File: src/rtl/fetch_pkg.sv
`default_nettype none
// ============================================================================
// Module      : fetch_pkg
// Description : Shared types and constants for the dual-issue fetch stage.
//               fetch_entry_t is the canonical {instr, pc} queue entry layout;
//               the top level builds a width-matched copy of it for its own
//               parameterisation and hands that to the queue as a type
//               parameter.
// Revision    : 1.0 - initial release
// ============================================================================
package fetch_pkg;

  // Instructions fetched per cycle (two ROM ports: pc and pc+1).
  localparam int FETCH_WIDTH = 2;

  localparam int FETCH_INSTR_WIDTH = 32;
  localparam int FETCH_ADDR_WIDTH  = 32;

  typedef struct packed {
    logic [FETCH_INSTR_WIDTH-1:0] instr;
    logic [FETCH_ADDR_WIDTH-1:0]  pc;
  } fetch_entry_t;

  // Decode may request at most FETCH_WIDTH entries; anything larger is
  // treated as FETCH_WIDTH.
  function automatic logic [1:0] limit_to_fetch_width(input logic [1:0] req);
    return (req > 2'(FETCH_WIDTH)) ? 2'(FETCH_WIDTH) : req;
  endfunction

endpackage : fetch_pkg
`default_nettype wire

File: src/rtl/fetch_queue.sv
`default_nettype none
// ============================================================================
// Module      : fetch_queue
// Description : Circular instruction buffer. Accepts FETCH_WIDTH entries per
//               push, releases 0..2 entries per cycle, exposes the two oldest
//               entries and the current occupancy. Flush empties the buffer.
// Ports       : clk, rst_n          clock / synchronous active-low reset
//               flush               discard all entries (wins over push/pop)
//               push                write push_data_1 then push_data_2
//               pop_count           entries to release (caller pre-clamps)
//               head_1 / head_2     oldest / second-oldest entry (raw storage)
//               count               occupancy
// Revision    : 1.0 - initial release
// ============================================================================
module fetch_queue
  import fetch_pkg::*;
#(
  parameter int  DEPTH   = 4,
  parameter type ENTRY_T = fetch_entry_t,
  parameter int  CW      = $clog2(DEPTH) + 1
) (
  input  logic          clk,
  input  logic          rst_n,
  input  logic          flush,
  input  logic          push,
  input  ENTRY_T        push_data_1,
  input  ENTRY_T        push_data_2,
  input  logic [1:0]    pop_count,
  output ENTRY_T        head_1,
  output ENTRY_T        head_2,
  output logic [CW-1:0] count
);

  localparam int PW = $clog2(DEPTH);

  ENTRY_T          mem_q [DEPTH];
  ENTRY_T          mem_d [DEPTH];
  logic [PW-1:0]   rd_ptr_q, rd_ptr_d;
  logic [PW-1:0]   wr_ptr_q, wr_ptr_d;
  logic [CW-1:0]   count_q,  count_d;

  // DEPTH is a power of two, so pointer overflow is the wrap-around.
  always_comb begin
    mem_d    = mem_q;
    rd_ptr_d = rd_ptr_q;
    wr_ptr_d = wr_ptr_q;
    count_d  = count_q;
    if (flush) begin
      rd_ptr_d = '0;
      wr_ptr_d = '0;
      count_d  = '0;
    end else begin
      rd_ptr_d = rd_ptr_q + PW'(pop_count);
      count_d  = count_q - CW'(pop_count);
      // Writing into slots being popped this same cycle is safe: the heads
      // are read from the pre-edge storage.
      if (push) begin
        mem_d[wr_ptr_q]          = push_data_1;
        mem_d[wr_ptr_q + PW'(1)] = push_data_2;
        wr_ptr_d                 = wr_ptr_q + PW'(FETCH_WIDTH);
        count_d                  = count_d + CW'(FETCH_WIDTH);
      end
    end
  end

  // Storage needs no reset; occupancy decides what is meaningful.
  always_ff @(posedge clk) begin
    mem_q <= mem_d;
  end

  always_ff @(posedge clk) begin
    if (!rst_n) begin
      rd_ptr_q <= '0;
      wr_ptr_q <= '0;
      count_q  <= '0;
    end else begin
      rd_ptr_q <= rd_ptr_d;
      wr_ptr_q <= wr_ptr_d;
      count_q  <= count_d;
    end
  end

  assign head_1 = mem_q[rd_ptr_q];
  assign head_2 = mem_q[rd_ptr_q + PW'(1)];
  assign count  = count_q;

endmodule : fetch_queue
`default_nettype wire

File: src/rtl/dual_fetch_unit.sv
`default_nettype none
// ============================================================================
// Module      : dual_fetch_unit
// Description : Dual-issue fetch stage in front of a zero-latency dual-port
//               instruction ROM. Holds the PC, reads pc and pc+1 every cycle,
//               enqueues both words when room remains after this cycle's
//               dequeue, and shows the two oldest queue entries to decode.
//               A redirect flushes the queue and reloads the PC.
// Ports       : clk, rst_n                      clock / sync active-low reset
//               redirect_valid, redirect_addr   taken branch: flush + new PC
//               im_address_1/2                  ROM addresses pc / pc+1
//               im_read_data_1/2                ROM words (same cycle)
//               instr_valid_1, instr_1, pc_1    slot 1 (queue head)
//               instr_valid_2, instr_2, pc_2    slot 2 (head+1)
//               deq_count                       entries decode consumes (0..2)
//               queue_count                     current occupancy
// Revision    : 1.0 - initial release
// ============================================================================
module dual_fetch_unit
  import fetch_pkg::*;
#(
  parameter int ADDR_WIDTH_IM = 1,
  parameter int INSTR_WIDTH   = 1,
  parameter int QUEUE_DEPTH   = 4
) (
  input  logic                           clk,
  input  logic                           rst_n,
  input  logic                           redirect_valid,
  input  logic [ADDR_WIDTH_IM-1:0]       redirect_addr,
  output logic [ADDR_WIDTH_IM-1:0]       im_address_1,
  output logic [ADDR_WIDTH_IM-1:0]       im_address_2,
  input  logic [INSTR_WIDTH-1:0]         im_read_data_1,
  input  logic [INSTR_WIDTH-1:0]         im_read_data_2,
  output logic                           instr_valid_1,
  output logic [INSTR_WIDTH-1:0]         instr_1,
  output logic [ADDR_WIDTH_IM-1:0]       pc_1,
  output logic                           instr_valid_2,
  output logic [INSTR_WIDTH-1:0]         instr_2,
  output logic [ADDR_WIDTH_IM-1:0]       pc_2,
  input  logic [1:0]                     deq_count,
  output logic [$clog2(QUEUE_DEPTH):0]   queue_count
);

  localparam int CW = $clog2(QUEUE_DEPTH) + 1;

  // Same layout as fetch_entry_t, sized to this instance.
  typedef struct packed {
    logic [INSTR_WIDTH-1:0]   instr;
    logic [ADDR_WIDTH_IM-1:0] pc;
  } entry_t;

  logic [ADDR_WIDTH_IM-1:0] pc_q, pc_d;
  logic [ADDR_WIDTH_IM-1:0] pc_plus1;
  logic [1:0]               deq_req;
  logic [1:0]               deq_eff;
  logic [1:0]               pop_count;
  logic [CW-1:0]            count;
  logic [CW-1:0]            post_deq;
  logic                     enq;
  entry_t                   push_1, push_2;
  entry_t                   head_1, head_2;

  assign pc_plus1 = pc_q + ADDR_WIDTH_IM'(1);

  always_comb begin
    deq_req = limit_to_fetch_width(deq_count);
    // Never release more than is held; when the request exceeds occupancy
    // the occupancy is below FETCH_WIDTH, so its low two bits are exact.
    deq_eff = deq_req;
    if (CW'(deq_req) > count) begin
      deq_eff = count[1:0];
    end
    post_deq  = count - CW'(deq_eff);
    // Room for a full pair after this cycle's dequeue; redirect discards the
    // ROM words and the dequeue request.
    enq       = !redirect_valid && (post_deq <= CW'(QUEUE_DEPTH - FETCH_WIDTH));
    pop_count = redirect_valid ? 2'd0 : deq_eff;

    pc_d = pc_q;
    if (redirect_valid) begin
      pc_d = redirect_addr;
    end else if (enq) begin
      pc_d = pc_q + ADDR_WIDTH_IM'(FETCH_WIDTH);
    end
  end

  always_ff @(posedge clk) begin
    if (!rst_n) begin
      pc_q <= '0;
    end else begin
      pc_q <= pc_d;
    end
  end

  assign push_1 = '{instr: im_read_data_1, pc: pc_q};
  assign push_2 = '{instr: im_read_data_2, pc: pc_plus1};

  fetch_queue #(
    .DEPTH   (QUEUE_DEPTH),
    .ENTRY_T (entry_t),
    .CW      (CW)
  ) u_queue (
    .clk         (clk),
    .rst_n       (rst_n),
    .flush       (redirect_valid),
    .push        (enq),
    .push_data_1 (push_1),
    .push_data_2 (push_2),
    .pop_count   (pop_count),
    .head_1      (head_1),
    .head_2      (head_2),
    .count       (count)
  );

  assign im_address_1  = pc_q;
  assign im_address_2  = pc_plus1;
  assign queue_count   = count;

  // Slots read as zero while empty so stale storage never leaks out.
  assign instr_valid_1 = (count >= CW'(1));
  assign instr_valid_2 = (count >= CW'(2));
  assign instr_1       = instr_valid_1 ? head_1.instr : '0;
  assign pc_1          = instr_valid_1 ? head_1.pc    : '0;
  assign instr_2       = instr_valid_2 ? head_2.instr : '0;
  assign pc_2          = instr_valid_2 ? head_2.pc    : '0;

  // Decode asking for more than is held is clamped, but flagged.
  a_deq_within_count : assert property (
    @(posedge clk) disable iff (!rst_n)
    !redirect_valid |-> (CW'(deq_count) <= queue_count)
  ) else $warning("deq_count %0d exceeds queue occupancy %0d; clamped",
                  deq_count, queue_count);

endmodule : dual_fetch_unit
`default_nettype wire

File: config.mk
export PLATFORM = sky130hd
export DESIGN_NAME = dual_fetch_unit
export DESIGN_NICKNAME = d
export VERILOG_FILES = /design/src/rtl/fetch_pkg.sv /design/src/rtl/fetch_queue.sv /design/src/rtl/dual_fetch_unit.sv
export SDC_FILE = /design/constraint.sdc
export NUM_CORES = 1
export LEC_CHECK = 0
export CORE_ASPECT_RATIO = 1.2
export CORE_MARGIN = 2
export CORE_UTILIZATION = 35
export CTS_CLUSTER_DIAMETER = 100
export DETAILED_ROUTE_END_ITERATION = 10
export HOLD_SLACK_MARGIN = 0.08
export SYNTH_ARGS = -nofsm -noshare
export SYNTH_HDL_FRONTEND = slang
export SYNTH_SLANG_ARGS = --single-unit
File: constraint.sdc
create_clock -name clk -period 4.8 [get_ports clk]
set_input_delay 0.72 -clock clk [delete_from_list [all_inputs] [get_ports clk]]
set_output_delay 0.72 -clock clk [all_outputs]
set_load 0.01 [all_outputs]
[Word-level counts from Yosys, hierarchy flattened]
Index checks and enable logic that the tools add are counted.
Operators by class
  add/sub/neg operators: 8
  bitwise gates (word level): 6
  reduce and logical (&&, ||, !) cells: 6
  multiplexer cells: 21
  magnitude comparators: 11
Operator list (count)
  $mux W2: 9
  $bwmux W8: 2
  $ge A3 B3 Y1 const B: 4
  $not A2 Y3: 4
  $bmux W2 S2: 2
  $demux W2 S2: 2
  $lt A3 B1 Y1 const B: 2
  $sub A3 B2 Y3: 2
  $mux W1: 5
  $add A2 B1 Y2 const B: 2
  $add A3 B2 Y3 const B: 1
  $ge A3 B1 Y1 const B: 1
  $ge A3 B2 Y1 const B: 1
  $gt A2 B3 Y1: 1
  $le A3 B2 Y1 const B: 1
  $logic_and A1 B1 Y1: 3
  $mux W3: 1
  $add A2 B2 Y2: 1
  $add A2 B2 Y2 const B: 1
  $gt A2 B2 Y1 const B: 1
  $not A1 Y1: 2
  $reduce_and A2 Y1: 1
  $reduce_or A2 Y1: 1
  $add A1 B1 Y1 const B: 1
  $logic_not A1 Y1: 1
Word-level totals
  register bits after elaboration: 16
  output and inout bits: 11
  input port bits: 8
  logic and storage cells: 64

[Depth between registers and ports, before layout]
Gate-level depths: netlist of the first run.
  depth in word-level cells: 8
  depth in mapped cells: 12
  depth with buffers taken out: 12

[Cells and area by module]
From an unflattened synthesis of the first run, not the netlist that was laid out.
Unflattened totals
  cell total of the unflattened synthesis: 76
  area, all modules: 919.6 um^2
By module, submodules not included
  fetch_queue: area an instance 651.9 um^2, instances 1, cells an instance 45, sequential area each 360.3 um^2
  dual_fetch_unit: area an instance 267.8 um^2, instances 1, cells an instance 31, sequential area each 20.0 um^2

[Worst setup path before layout of the first run]
OpenSTA, ideal clock, no wires.
  path kind: input to register
  start: input deq_count[1]
  end: register u_queue.mem_q[4] (netlist bit) (enable)
  stages: 7
  required time: 4423 ps
  buffers on the path: 0
  slack: 1542 ps
  data arrival time: 2881 ps
  setup time: 377 ps
  cells stage by stage: ha_1 nor2b_1 o21ai_1 mux2_2 fa_1 xor2_1 nor4_1
Between the ends
  word-level cells in the longest chain between the ends: 8
RTL lines
  start, declared: RTL line dual_fetch_unit.sv:40  | input logic [1:0] deq_count,
  $gt A2 B2 Y1: RTL line fetch_pkg.sv:27  | return (req > 2'(FETCH_WIDTH)) ? 2'(FETCH_WIDTH) : req;
  $mux W2 (*): RTL line fetch_pkg.sv:27
  $gt A2 B3 Y1: RTL line dual_fetch_unit.sv:70  | if (CW'(deq_req) > count) begin
  $mux W2 (*): RTL line dual_fetch_unit.sv:70
  $sub A3 B2 Y3 (*): RTL line dual_fetch_unit.sv:73  | post_deq = count - CW'(deq_eff);
  $le A3 B2 Y1 (*): RTL line dual_fetch_unit.sv:76  | enq = !redirect_valid && (post_deq <= CW'(QUEUE_DEPTH - FETCH_WIDTH));
  $logic_and A1 B1 Y1 (*): RTL line dual_fetch_unit.sv:76
  $reduce_and A2 Y1 (no line) (*)
  end signal, assigned: RTL line fetch_queue.sv:68  | mem_q <= mem_d;
  end, declared: RTL line fetch_queue.sv:36  | ENTRY_T mem_q [DEPTH];
Every way passes the cells marked *; elsewhere a longest branch is shown, timed or not.
A chain may end at the register's enable or synchronous reset.

[Worst setup path in the final report of the first run]
Same ends and word-level chain as after synthesis.

==> results of run 1 <==
cell usage after synthesis:
master / count / area share
fa_1: 2 / 0.044
mux2_2: 1 / 0.012
nor2_1: 8 / 0.033
nor2b_1: 5 / 0.035
nor3_4: 1 / 0.018
dfxtp_1: 7 / 0.16
and2_1: 7 / 0.049
mux2i_1: 2 / 0.022
o21ai_1: 1 / 0.0056
nand3_1: 1 / 0.0056
a21o_1: 1 / 0.0083
nor4_1: 1 / 0.0069
edfxtp_1: 8 / 0.27
or3_1: 1 / 0.0069
mux4_2: 5 / 0.13
buf_2: 1 / 0.0056
xnor2_1: 3 / 0.029
inv_1: 4 / 0.017
ha_1: 5 / 0.069
and2_2: 1 / 0.0083
nand2b_2: 1 / 0.0097
or2b_4: 1 / 0.012
xor2_1: 2 / 0.019
a21oi_1: 2 / 0.011
or2_2: 1 / 0.0069
and2b_2: 1 / 0.0097
nand2b_1: 1 / 0.0069
through the flow:
stage	power, mW	instance area, um2	cells
2_1_floorplan	0.288	901	74
3_3_place_gp	0.347	1120	124
3_5_place_dp	0.351	1120	124
4_1_cts	0.425	1150	128
5_1_grt	0.448	1150	128
6_report	0.417	1150	128
area by class of cell:
type / instances / area, um2 / area share
well taps: 33 / 41.3 / 0.0360
repair buffers: 18 / 180 / 0.157
flip-flops and latches: 15 / 380 / 0.332
inverters: 4 / 15.0 / 0.0131
clock buffers: 3 / 22.5 / 0.0196
clock inverters: 1 / 7.51 / 0.00654
multi-input cells: 54 / 500 / 0.436
registers in the layout, summed over array words and instances, names as in the netlist:
signal / count
im_address_1: 1
u_queue.wr_ptr_q: 1
u_queue.count: 3
u_queue.mem_q: 8
u_queue.rd_ptr_q: 2
worst min-delay path by stage:
stage | start | to | slack, ps | cells after the start
after floorplan | u_queue.wr_ptr_q[1] | u_queue.mem_q[4] | 540 | 1
after global placement | im_address_1 | u_queue.mem_q[2] | 540 | 0
after detailed placement | im_address_1 | u_queue.mem_q[2] | 540 | 0
after CTS | im_address_1 | u_queue.mem_q[6] | 570 | 0
after global routing | im_address_1 | u_queue.mem_q[6] | 590 | 0
final | im_address_1 | u_queue.mem_q[6] | 560 | 0
cell families (layout without fill, tap and decap cells):
kind of cell	Yosys count	in the layout	share of synthesized area
and+or+nand+nor	30	30	0.208
DFF	15	15	0.422
muxes	8	8	0.160
adders and majority gates	7	7	0.114
xor gates and xnor gates	5	5	0.0486
buffers and inverters	5	26	0.0222
AOI/OAI and AO/OA	4	4	0.0250
worst max-delay path, delay by kind of cell:
family / cells / cell delay (ps)
AO/OA/AOI/OAI: 1 / 280
buffers and inverters: 1 / 470
XOR/XNOR: 1 / 200
multiplexers: 1 / 410
AND/OR/NAND/NOR: 2 / 790
adder cells (fa/ha/maj): 2 / 740
per-layer routing:
metal  part of all wire  track usage  wire length, um  up-vias
li1                   -            -                -      302
met1               0.38        0.126              553      290
met5                  0            0                0        -
met2               0.57        0.216              827       12
met3              0.028       0.0227               41        2
met4              0.017       0.0579               25        0
report_power, final:
part,internal [mW],total (mW),switching [mW]
Clock,0.0316,0.0714,0.0398
Combinational,0.0990,0.174,0.0754
Sequential,0.155,0.171,0.0164
==> impl_results.md, run 1 <==
- Synth cell types: 27
- Crit path capture: u_queue.mem_q[4]
- Fin util: 0.459
- Avg Vias per Cell: roughly 4.7
- IO Pins: 19
- Setup ws final: 1110 ps
- CTS sink count: 15
- Post-detailed-placement half-perimeter wirelength: between 1000 and 1500 um
- Number of port buffers: 18
- Relative slew slack: 0.496
- Cells along the critical path: clkdlybuf4s50_1 -> ha_1 -> nor2b_1 -> o21ai_1 -> mux2_2 -> fa_1 -> xor2_1 -> nor4_1
- Hold WS: 561 ps
- Worst Tran Pin Value: 749 ps
- Post-CTS Setup Inserts: 0
- Antenna-violating nets left: 0
- Initial Utilization: 0.360
- RSZ-0062 raised after global routing: no
- Core ar.: 2500 um2
- Worst-path clk slew: 90 ps
- Slowest CP cell: nor4_1
- Outcome: finished clean
- Mapped Nets: roughly 90
- Slowest Stage Delay on Critical Path: 650 ps
- Share of cells above drive strength 1: 0.168
- Initial antenna violation count: 0
- CTS tree: built
- Total negative slack: 0 ps
- Largest net degree at the start of global routing: 11
- Antenna cells: 0
- Post-cts sizing count: 0
- Initial DRC count: 7
- Die X: 50.3 um
- Final wirelength: approximately 1400 um
- DRC viols: 0
- Clock skew: 3.78 ps
- Reg-to-reg startpoint: u_queue.count[1]
- Final hold vios: 0
- Congestion Overflow GR: 0
- Kind of critical path: in2reg
- Final Cycle Share: 0.770
- Most frequent cells in the layout: clkdlybuf4s50_1, nor2_1, edfxtp_1, and2_1, dfxtp_1
- Reg2Reg Depth: 8
- First-pass GRT wire length: about 2600 um
- Synthesized instance count: 74
- Layout area overhead: 27.4%
- Crit path max fanout: 5
- Vias in the first global route: 621
- Syn_area_per_cell: 12.2 um2
- Crit path launch: deq_count[1]
- Synthesis-stage register bit count: 15
- Maximum vdd ir drop: between 100 and 150 uV
- Pre-CTS setup slack: between 800 and 900 ps
- Reg2reg setup slack: 1440 ps
- Latest clock arrival within the worst-skew pair: around 280 ps
- Mean routed wirelength per cell: roughly 11 um
- Total track usage: 0.117
- DIE HEIGHT: between 50 and 60 um
- Clock Path Buffers: 2
- Slew Limit Fails: 0
- Count of final setup violators: 0
- YS warnings: 0
- Seq/Total Area, Yosys: 0.422
- H-tree depth: 1
- Row Count: 20
- Hold Buf Count CTS: 0
- Period minus WS final: 3690 ps
- Commonest non-fill, non-tap cell in the layout: clkdlybuf4s50_1
- Mapped cell area: 901 um2
- P_leak: 0.417 nW
- Root buffer cell: clkbuf_4
- Nets@finish: between 100 and 150
- Routability cong.: 0.746
- DRT Pass-1 Iters: 4
- Max Freq: 271 MHz
- Max Cap Viol: 0
- Num CTS Buffers: 3
- R2r endpoint: u_queue.mem_q[4]
- Pwr per Cell Area: 363 nW/um2
- Fill count: 246
- Startpoint types: input pin
- CP endpoint kind: flop
- DR vias: 606
- Die area: roughly 3000 um2
- Critical Path AT: approximately 3600 ps
- CP Data Required Time: around 4700 ps
- Tightest Hold Check Type: reg2reg
Power figures use the tool's default switching activity.
==> run 2, diff against run 1 <==
==> constraint.sdc (replaced) <==
create_clock -name clk -period 3.18 [get_ports clk]
set_input_delay 0.477 -clock clk [delete_from_list [all_inputs] [get_ports clk]]
set_output_delay 0.477 -clock clk [all_outputs]
set_load 0.01 [all_outputs]
==> impl_results.md, run 2 (synthesis gave the netlist of run 1 again) <==
- DRT Pass-1 Iters: 2 (-2)
- Clock Path Buffers: 2 (unchanged)
- Routing usage on met3: 0.0227 (unchanged)
- Routability cong.: 0.776 (+4.0%)
- Min-Delay Startpoint: im_address_1
- Layout area overhead: 34.3%
- Reg-to-reg startpoint: u_queue.count[1]
- Hold Buf Count CTS: 0 (unchanged)
- Met1 Use GR: 0.150 (+0.0238)
- R2r endpoint: u_queue.mem_q[1]
- CTS tree: built
- DR vias: 624 (+3.0%)
- Most frequent cells in the layout: clkdlybuf4s50_1, nor2_1, edfxtp_1
- Kind of critical path: in2reg
- Congestion Overflow GR: 0 (unchanged)
- Largest register FFs: 8 (unchanged)
- Post-detailed-placement half-perimeter wirelength: 1280 um (+3.2%)
- Reg2Reg Depth: 9 (+1)
- IO Pins: 19 (unchanged)
- Share of cells above drive strength 1: 0.245 (+0.0767)
- Post-cts sizing count: 0 (unchanged)
- Number of port buffers: 18 (unchanged)
- M2 GR Usage: 0.201 (-0.0150)
- Count of final setup violators: 0 (unchanged)
- Initial DRC count: 4 (-3)
- Avg Vias per Cell: 4.62 (-2.4%)
- Pwr per Cell Area: 559 nW/um2 (+54%)
- Hold Path Stages: 0 (unchanged)
- Outcome: finished clean
- Maximum vdd ir drop: 249 uV (+120%)
- Busiest grt layer: met2
- Commonest non-fill, non-tap cell in the layout: clkdlybuf4s50_1
- Die area: 3000 um2 (unchanged)
- Die X: 50.3 um (unchanged)
- Root buffer cell: clkbuf_4
- Antenna-violating nets left: 0 (unchanged)
- Reg2reg setup slack: 390 ps (-1050 ps)
- Period minus WS final: 3010 ps
- Num CTS Buffers: 3 (unchanged)
- Fin util: 0.484 (+0.0250)
- DIE HEIGHT: 59.6 um (unchanged)
- P_leak: 0.454 nW (+8.8%)
- Core ar.: 2500 um2 (unchanged)
- Vias in the first global route: 626 (+0.81%)
- Clock skew: 3.44 ps (-0.337 ps)
- Sink of the worst hold path: u_queue.mem_q[2]
- Pre-CTS setup slack: -242 ps (-1070 ps)
- Final hold vios: 0 (unchanged)
- Nets@finish: 118 (+6.3%)
- Antenna cells: 0 (unchanged)
- Max Cap Viol: 0 (unchanged)
- Worst Tran Pin Value: 344 ps (-405 ps)
- Row Count: 20 (unchanged)
- CP endpoint kind: flop
- Tightest Hold Check Type: reg2reg
- Startpoint types: input pin
- Relative slew slack: 0.770 (+0.274)
- H-tree depth: 1 (unchanged)
- Crit path max fanout: 4 (-1)
- Critical Path AT: 3010 ps (-600 ps)
- DRC viols: 0 (unchanged)
- Post-CTS Setup Inserts: 0 (unchanged)
- Slew Limit Fails: 0 (unchanged)
- Initial antenna violation count: 0 (unchanged)
- Setup ws final: 172 ps (-933 ps)
- CTS sink count: 15 (unchanged)
- Max Freq: approximately 330 MHz
- Mean routed wirelength per cell: 11.4 um (+1.2%)
- Largest net degree at the start of global routing: 11 (unchanged)
- Final Cycle Share: 0.946
- Largest Register: u_queue.mem_q
- Latest clock arrival within the worst-skew pair: 290 ps (about the same)
- Total track usage: 0.124 (+0.00686)
- First-pass GRT wire length: 2700 um (+2.4%)
- Worst-path clk slew: 90 ps (about the same)
- Final wirelength: 1540 um (+6.7%)
- Initial Utilization: 0.360 (unchanged)
- CP Data Required Time: 3180 ps (-1530 ps)
run 2: cell count changes in the layout (fill, tap and decap cells not counted):
cell	delta
o21ai_1	-1
buf_4	+7
o21ai_2	+1
nor4_1	-1
nor4_2	+1
run 2: metrics by stage:
step	cells	instance area (um2)	setup TNS [ps]	total power, mW	hold WS, ps
final	135	1210	0	0.676	555
after global placement	131	1170	-1220	0.555	541
after CTS	135	1200	0	0.682	559
after detailed placement	131	1170	-2160	0.563	542
after floorplan	74	901	0	0.435	539
after global routing	135	1210	-4.65	0.729	584
run 2: per-layer routing:
metal | share of wire | up-vias | wire length, um
met5 | 0 | - | 0
met4 | 0.033 | 0 | 51
met3 | 0.030 | 5 | 47
met2 | 0.52 | 13 | 798
met1 | 0.42 | 292 | 647
li1 | - | 314 | -
run 2: critical path, cell delays in order:
cell and delay, ps:
clkdlybuf4s50_1 440, ha_1 330, nor2b_1 150, o21ai_2 180, mux2_2 380, fa_1 400
xor2_1 210, nor3_4 190, and2_1 230
run 2: worst max path at each step:
stage | slack (ps) | endpoint | start | cells past startpoint
global placement | -150 | u_queue.mem_q[5] | deq_count[1] | 9
finish | 170 | u_queue.mem_q[1] | deq_count[1] | 9
global route | -5 | u_queue.count[2] | deq_count[1] | 13
CTS | 80 | u_queue.mem_q[5] | deq_count[1] | 9
detailed placement | -240 | u_queue.mem_q[5] | deq_count[1] | 9
floorplan | 50 | u_queue.mem_q[4] | u_queue.count[1] | 8
run 2: final cells by class:
class                           instances  area, um2
Multi-Input combinational cell         54        510
Tap cell                               33       41.3
Sequential cell                        15        380
Clock buffer                            3       22.5
Fill cell                             238       1290
Timing Repair Buffer                   25        233
Clock inverter                          1       7.51
Inverter                                4       15.0
run 2: power breakdown:
| group | switching, mW | internal (mW) |
|---|---|---|
| Sequential | 0.0209 | 0.233 |
| Clock | 0.0671 | 0.0479 |
| Combinational | 0.128 | 0.179 |
| Total | 0.216 | 0.460 |
==> variant, RTL diff (settings of run 2) <==
Reset style: asynchronous (`rst_n`), changed in 2 clocked blocks. Comments in the files are not updated.
--- a/src/rtl/fetch_queue.sv
+++ b/src/rtl/fetch_queue.sv
@@ -68,7 +68,7 @@
     mem_q <= mem_d;
   end
 
-  always_ff @(posedge clk) begin
+  always_ff @(posedge clk or negedge rst_n) begin
     if (!rst_n) begin
       rd_ptr_q <= '0;
       wr_ptr_q <= '0;
--- a/src/rtl/dual_fetch_unit.sv
+++ b/src/rtl/dual_fetch_unit.sv
@@ -84,7 +84,7 @@
     end
   end
 
-  always_ff @(posedge clk) begin
+  always_ff @(posedge clk or negedge rst_n) begin
     if (!rst_n) begin
       pc_q <= '0;
     end else begin
Function: differs if rst_n is asserted again (counterexample within 4 cycles, from zero or initial values and one cycle with rst_n low); with rst_n held inactive, the same outputs for 10 cycles.
==> variant against run 2 <==
- synthesized cell count is 9.5% higher
- die area rose by 7.8%
- synthesized area grew 8.5%
- sequential cell count did not move
- count of clock-buffer cells in the layout stayed put
- fmax shrank 0.35%
- setup slack got worse by 0.010 ns
- routed wire length up 13%
- design area grew 8.7%
- highest routed layer unchanged
Power is not compared: it rests on default switching activity, and its combinational part moved more than twofold at a synthesized area within 25%.
==> variant: results (changes against run 2) <==
Post-Synth XOR/XNOR Area 3.59% (-1.3 points); layer with the highest usage met2; GR met2 Demand/Resource 21.2% (+1.0 points); FFs w/ async S/R, synth 46.7% (+47 points); Fillers 268 (+13%); register area share after synthesis 42.5% (+0.29 points); crit path launch deq_count[0]; Critical Path Max Stage Delay 0.45 ns; Final Routed Wirelength 1.74 mm (+13%); number of global-route vias before repair 679 (+8.5%); Seq. pwr roughly 0.32 mW; M1 WL 805 um (+24%); pre-CTS setup slack -0.383 ns (-0.141 ns); crit-path max FO 6 (+2); commonest cells in the netlist edfxtp_1 (8), and2_1 (7), dfrtp_1 (7), nor2b_1 (6); root buf cell clkbuf_4; met3 Use GR 1.44% (-0.84 points); pin count of the biggest net entering global routing 17 (+6); reg2reg path depth 10 (+1); Initial DRC Count 9 (+5); wire length on met3 53 um (+13%); post-synthesis mux area share 12.8% (-3.2 points); combinational share of power 59.5%; Leak 0.538 nW; placed cells 141 (+7.6%); metal2 WL 853 um (+6.9%); nets 127 (+7.6%); CTS Buf Count 3 (unchanged); post-synth net total 96 (+7.9%); YS warnings 0 (unchanged); FF-to-FF setup slack 0.21 ns (-0.18 ns); clock skew 0.000775 ns (-0.00266 ns); hold_ws 0.445 ns (-0.110 ns); run status finished clean; global-route wire length before repair 3.01 mm (+12%); Final HPWL DP 1.42 mm (+11%); CP max stage cell clkdlybuf4s50_1; placement-stage cell area 1260 um^2 (+7.8%); CTS Buffer Depth 2 (unchanged); Top reg by flops u_queue.mem_q; VDD IR max 0.428 mV; layout cells sized above 1 28.8% (+4.3 points); vias 693 (+11%); Synth Instances 81 (+9.5%); vias per cell 4.78 (+3.4%); synth top area cells edfxtp_1 (25%), dfrtp_1 (18%), mux4_2 (9.2%); hold crit path type primary input to asynchronous set/reset pin; Synth cell types 33 (+22%); routability cong. 0.765 (-1.4%); Worst EP arrival 3.05 ns (+0.04 ns); met1 Resource Use GR 17.2% (+2.2 points); R2R Path Start u_queue.count[1]; Tmin final 3.02 ns (+0.0105 ns); Post-Synth Adder-Cell Area 10.5% (-0.89 points); router iterations before antenna repair 3 (+1); Compound-Gate Fraction of Synth Area 3.59% (+1.1 points); pin slew with the least headroom to its limit 0.380 ns (+0.0363 ns); GRT Util Overall 12.6% (+0.28 points)
[variant: cell types whose count changed in the layout (fill, tap and decap cells not counted), sizes merged, moves of 2 or more]
cell | run 2 | this run
buf | 7 | 11
nor3b | 0 | 3
dfrtp | 0 | 7
dfxtp | 7 | 0
nor3 | 1 | 5
nor2b | 5 | 7
nor2 | 8 | 5
nand2 | 0 | 3
[variant: what timing repair did]
action | in CTS | in global routing
hold endpoints to repair | 0 | 0
resized for setup | 3 | 3
hold buffers | 0 | 0
setup endpoints to repair | 8 | 9
[variant: area by class of cell]
cell class | instances | area (um^2) | share of cell area [%]
multi-input combinational | 60 | 551 | 41.9
sequential | 15 | 415 | 31.6
timing repair buffer | 29 | 265 | 20.2
tap | 34 | 42.5 | 3.24
clock buffer | 3 | 22.5 | 1.71
inverter | 3 | 11.3 | 0.856
clock inverter | 1 | 7.51 | 0.571
